File: config.mk
export PLATFORM = sky130hd
export DESIGN_NAME = ifetch
export DESIGN_NICKNAME = d
export VERILOG_FILES = /design/src/rtl/ifetch.sv
export SDC_FILE = /design/constraint.sdc
export NUM_CORES = 1
export LEC_CHECK = 0
export BUFFER_PORTS_ARGS = -buffer_cell sky130_fd_sc_hd__buf_2
export CAP_MARGIN = 5
export CELL_PAD_IN_SITES_DETAIL_PLACEMENT = 1
export CELL_PAD_IN_SITES_GLOBAL_PLACEMENT = 2
export CORE_ASPECT_RATIO = 1.2
export CORE_MARGIN = 2
export CORE_UTILIZATION = 44
export CTS_CLUSTER_SIZE = 14
export DETAILED_ROUTE_END_ITERATION = 7
export PLACE_DENSITY = 0.95
export SYNTH_ARGS = -nofsm -noshare
export SYNTH_HDL_FRONTEND = slang
export SYNTH_SLANG_ARGS = --single-unit
File: constraint.sdc
create_clock -name clk_in -period 12.1 [get_ports clk_in]
set_clock_uncertainty 0.15 [all_clocks]
set_input_delay 1.21 -clock clk_in [delete_from_list [all_inputs] [get_ports clk_in]]
set_output_delay 1.21 -clock clk_in [all_outputs]
set_load 0.005 [all_outputs]
File: src/rtl/ifetch.sv
// Instruction fetch stage: one outstanding memory request, static next-PC
// prediction, and a small instruction queue feeding decode.
module ifetch #(
    parameter int unsigned IQ_DEPTH = 4,
    parameter logic [31:0] RESET_PC = 32'h0
) (
    input  logic        clk_in,
    input  logic        rst_in,
    input  logic        rdy_in,
    output logic        mem_req,
    output logic [31:0] mem_addr,
    input  logic        mem_done,
    input  logic [31:0] mem_ins,
    output logic        decode_flag,
    output logic [31:0] ins,
    output logic [31:0] ins_pc,
    output logic [31:0] ins_pred_pc,
    input  logic        decode_ok,
    input  logic        rob_clear,
    input  logic [31:0] rob_target_pc
);

    localparam int unsigned PTR_W = (IQ_DEPTH > 1) ? $clog2(IQ_DEPTH) : 1;
    localparam int unsigned CNT_W = PTR_W + 1;

    localparam logic [1:0] S_IDLE = 2'd0;
    localparam logic [1:0] S_WAIT = 2'd1;
    localparam logic [1:0] S_DROP = 2'd2;

    logic [1:0]       state_q, state_d;
    logic [31:0]      fetch_pc_q, fetch_pc_d;
    logic             mem_req_q, mem_req_d;
    logic [31:0]      mem_addr_q, mem_addr_d;
    logic [PTR_W-1:0] head_q, head_d;
    logic [PTR_W-1:0] tail_q, tail_d;
    logic [CNT_W-1:0] count_q, count_d;
    logic [31:0]      iq_ins_q  [IQ_DEPTH];
    logic [31:0]      iq_pc_q   [IQ_DEPTH];
    logic [31:0]      iq_pred_q [IQ_DEPTH];

    logic             push;
    logic             pop;
    logic [31:0]      pred_c;
    logic [31:0]      imm_jal;
    logic [31:0]      imm_br;

    // Static prediction: JAL and backward branches taken, everything else falls through
    always_comb begin
        imm_jal = {{11{mem_ins[31]}}, mem_ins[31], mem_ins[19:12], mem_ins[20],
                   mem_ins[30:21], 1'b0};
        imm_br  = {{19{mem_ins[31]}}, mem_ins[31], mem_ins[7], mem_ins[30:25],
                   mem_ins[11:8], 1'b0};
        pred_c  = fetch_pc_q + 32'd4;
        if (mem_ins[6:0] == 7'b1101111) begin
            pred_c = fetch_pc_q + imm_jal;
        end else if (mem_ins[6:0] == 7'b1100011 && mem_ins[31]) begin
            pred_c = fetch_pc_q + imm_br;
        end
    end

    assign decode_flag = (count_q != '0) && !rob_clear;
    assign ins         = iq_ins_q[head_q];
    assign ins_pc      = iq_pc_q[head_q];
    assign ins_pred_pc = iq_pred_q[head_q];
    assign mem_req     = mem_req_q;
    assign mem_addr    = mem_addr_q;

    // Next-state: fetch FSM plus queue pointer bookkeeping
    always_comb begin
        state_d    = state_q;
        fetch_pc_d = fetch_pc_q;
        mem_req_d  = mem_req_q;
        mem_addr_d = mem_addr_q;
        head_d     = head_q;
        tail_d     = tail_q;
        count_d    = count_q;
        push       = 1'b0;
        pop        = decode_flag && decode_ok;

        case (state_q)
            S_IDLE: begin
                if (!rob_clear && count_q < CNT_W'(IQ_DEPTH)) begin
                    state_d    = S_WAIT;
                    mem_req_d  = 1'b1;
                    mem_addr_d = fetch_pc_q;
                end
            end
            S_WAIT: begin
                if (mem_done) begin
                    state_d   = S_IDLE;
                    mem_req_d = 1'b0;
                    if (!rob_clear) begin
                        push       = 1'b1;
                        fetch_pc_d = pred_c;
                    end
                end else if (rob_clear) begin
                    state_d = S_DROP;
                end
            end
            S_DROP: begin
                if (mem_done) begin
                    state_d   = S_IDLE;
                    mem_req_d = 1'b0;
                end
            end
            default: begin
                state_d   = S_IDLE;
                mem_req_d = 1'b0;
            end
        endcase

        if (rob_clear) begin
            head_d     = '0;
            tail_d     = '0;
            count_d    = '0;
            fetch_pc_d = rob_target_pc;
        end else begin
            if (push) tail_d = tail_q + PTR_W'(1);
            if (pop)  head_d = head_q + PTR_W'(1);
            count_d = count_q + CNT_W'(push) - CNT_W'(pop);
        end
    end

    always_ff @(posedge clk_in) begin
        if (rst_in) begin
            state_q    <= S_IDLE;
            fetch_pc_q <= RESET_PC;
            mem_req_q  <= 1'b0;
            mem_addr_q <= '0;
            head_q     <= '0;
            tail_q     <= '0;
            count_q    <= '0;
            for (int i = 0; i < int'(IQ_DEPTH); i++) begin
                iq_ins_q[i]  <= '0;
                iq_pc_q[i]   <= '0;
                iq_pred_q[i] <= '0;
            end
        end else if (rdy_in) begin
            state_q    <= state_d;
            fetch_pc_q <= fetch_pc_d;
            mem_req_q  <= mem_req_d;
            mem_addr_q <= mem_addr_d;
            head_q     <= head_d;
            tail_q     <= tail_d;
            count_q    <= count_d;
            if (push) begin
                iq_ins_q[tail_q]  <= mem_ins;
                iq_pc_q[tail_q]   <= fetch_pc_q;
                iq_pred_q[tail_q] <= pred_c;
            end
        end
    end

endmodule
==> flow_metrics.tcl <==
set metrics [dict create \
    cts.sinks 456 \
    die_y_um 253 \
    tightest_slew_ps 1150 \
    seq_power_share 0.508 \
    syn_nets 2073 \
    synth_seq_cells 456 \
    wl_per_cell_um 27.2 \
    portBuffers 199 \
    yosysUniqueCellTypes 81 \
    power_density_mw_per_mm2 136 \
    preCtsSetupSlack_ps 6400 \
    grt_max_degree 70 \
    worstSetupEndpointType "flop" \
    ys_warn_count 0 \
    holdPathStages 2 \
    crit_end "iq_pc_q[0][8]" \
    rows 91 \
    worstPathMaxFanout 68 \
    drive_above_1_share 0.203 \
    fp.coreArea_mm2 0.0512 \
    grt_pass1_vias 17900 \
    drt-total-wl_um 75200 \
    regToRegSetupSlack_ps 7670 \
    ff2ff_path_depth 8 \
    cts_root_buf "clkbuf_16" \
    slew_headroom 0.234 \
    cts_buffers 45 \
    power.static_leakage_nw 9.67 \
    initial_core_util 0.444 \
    die-area_mm2 0.0536 \
    switching_share 0.236 \
    syn_to_final_growth_pct 13.1 \
    required_ps 12150 \
    comb_power_share 0.081 \
    htree_levels 2 \
    cp.buffers_inverters 4 \
    setup_violations 0 \
    synth_ff_type "edfxtp_1" \
    hold_path_class "reg -> reg" \
    firstDrtPassIters 5 \
    via_per_inst 6.08 \
    switchingPower_uw 827 \
    hold_viol 0 \
    finalInstanceArea_mm2 0.0258 \
    cpMaxStageDelayCell "buf_4" \
    clk_latency_ps 590 \
    ant_nets 0 \
    synth_largest_type_area_fraction 0.501 \
    synthTopCellsByArea "edfxtp_1 (50%), mux4_2 (9.4%), dfxtp_1 (6.7%)" \
    drc 0 \
    syn_area_mm2 0.0228 \
    vias 16800 \
    min_from "mem_addr[3]" \
    synth_compound_area_frac 0.0965 \
    max_stage_delay_ps 850 \
    cts_resized 0 \
    crit_family "simple AND/OR/NAND/NOR gates" \
    min_period_over_period 0.428 \
    finalSetupTns_ps 0 \
    cp.arrival_ps 5230 \
    synth_edf_count 380 \
    fin_ws_ps 6920 \
    dp.cells 2681 \
    final_max_slew_viol_count 0 \
    final_util 0.503 \
    p_int_mw 2.68 \
    cp-startpoint "rob_clear" \
    min_period_ps 5180 \
    hold-worst-slack_ps 303 \
    grt-ovfl-total 0 \
    syn_avg_cell_area_um2 11.7 \
    yosys-top-cells-count "edfxtp_1 (380), nor2_1 (304), nand2_1 (183)" \
    nets 2199 \
    async_reset_ff_frac 0 \
    synthCells 1951 \
    critPathLaunchType "input port" \
    rsz0062_at_grt "no" \
    dp_hpwl_um 50900 \
    antenna_found_initial 3 \
    cts_max_path_buffers 3 \
    power.share.clock 0.411 \
    gp_congestion 0.959 \
    synth_simple_gate_area_share 0.151 \
    synth_adder_area_share 0.0296 \
    synthMuxAreaShare 0.0970 \
    ir_drop_v 0.0000858 \
    yosysSeqAreaShare 0.568 \
    worstPathCellList "buf_2 > inv_1 > nand2_1 > or3_2 > buf_4 > or2_2 > nand2b_4 > buf_4" \
    holdBufCountCts 0 \
    r2r-end "iq_pc_q[0][8]" \
    stdcell_count 2763 \
    grt_usage 0.281 \
    synthXorXnorAreaFrac 0.0231 \
    path_clk_slew_ps 60 \
    synth_top_family_by_area "simple AND/OR/NAND/NOR gates" \
    path_common_cell "buf_4" \
    post_cts_buffers 0 \
    grt_first_pass_wirelength_um 112000 \
    placed_cell_area_mm2 0.0243 \
    dieWidth_um 212 \
    drv_cap 0 \
    yosys.area.top_type "edfxtp_1" \
    cts_tree "yes" \
    n_fill_cell 5378 \
    yosys.cell_count.top_type "edfxtp_1" \
    outcome "completed" \
    worst-path-stages 8 \
    drt_iter0_drc 1525 \
    fmax_ghz 0.193 \
    crit_type "in -> reg" \
    io_pins 200 \
    timing.rr.start "state_q[1]" \
    power.total_mw 3.50 \
]
flip-flops by register name (all words and copies together), names as in the netlist, named ones only:
name	cells
count_q	3
fetch_pc_q	32
head_q	2
iq_ins_q	128
iq_pc_q	125
iq_pred_q	127
mem_addr	32
mem_req	1
state_q	2
tail_q	2
routing by layer:
layer	vias to the layer above	global-route usage	part of all wire
met5	-	0	0
met2	660	0.497	0.51
met4	0	0.133	0.048
li1	7355	-	-
met3	175	0.0396	0.063
met1	8618	0.339	0.38
final cells by class:
| type | count | area (um2) | share of cell area |
|---|---|---|---|
| repair buffers | 222 | 1170 | 0.0454 |
| flip-flops and latches | 456 | 12900 | 0.502 |
| clock buffers | 63 | 1260 | 0.0491 |
| multi-input cells | 1294 | 9120 | 0.354 |
| diodes | 4 | 10.0 | 0.000389 |
| inverters | 58 | 218 | 0.00845 |
| well taps | 651 | 815 | 0.0316 |
| clock inverters | 15 | 223 | 0.00865 |
cell families (layout without fill, tap and decap cells):
logic type,Yosys count,in the layout
AND/OR/NAND/NOR,738,738
flip-flops,456,456
other,0,4
XOR/XNOR,60,60
buffers and inverters,201,358
AO/OA/AOI/OAI,342,342
adder cells (fa/ha/maj),52,52
multiplexers,102,102
worst register-to-register path: cells and delay by family (launching register included):
family        cells  cell delay (ps)
simple gates      4             1880
fa+ha+maj         1              240
flops             1              330
buf+inv           3             1280
how the worst min path moves through the flow:
stage | to
finish | mem_addr[3]
global route | mem_addr[3]
CTS | mem_addr[3]
detailed placement | mem_addr[3]
global placement | mem_addr[25]
floorplan | state_q[1]
power groups by stage:
stage	logic [mW]	registers [mW]	clock network, mW
2_1_floorplan	0.175	1.80	0
3_3_place_gp	0.271	1.81	0
3_5_place_dp	0.278	1.81	0
4_1_cts	0.281	1.78	1.46
5_1_grt	0.303	1.78	1.51
6_report	0.283	1.78	1.44
placed cells by master, fill, tap and decap left out, drive strengths merged, types with 12 or more instances in the layout:
cell type | Yosys | layout
clkbuf | 115 | 63
edfxtp | 380 | 380
xnor2 | 26 | 26
a22oi | 22 | 22
o21ai | 48 | 48
a211oi | 12 | 12
nor3 | 21 | 21
nand4 | 17 | 17
a21oi | 134 | 134
a21o | 13 | 13
nor2 | 305 | 305
and2 | 133 | 133
o211ai | 13 | 13
o22ai | 24 | 24
xor2 | 34 | 34
nand3 | 23 | 23
buf | 28 | 222
nand2 | 183 | 183
dfxtp | 76 | 76
inv | 58 | 58
ha | 49 | 49
mux4 | 95 | 95
Note: power is estimated with default switching activity, not from simulation.
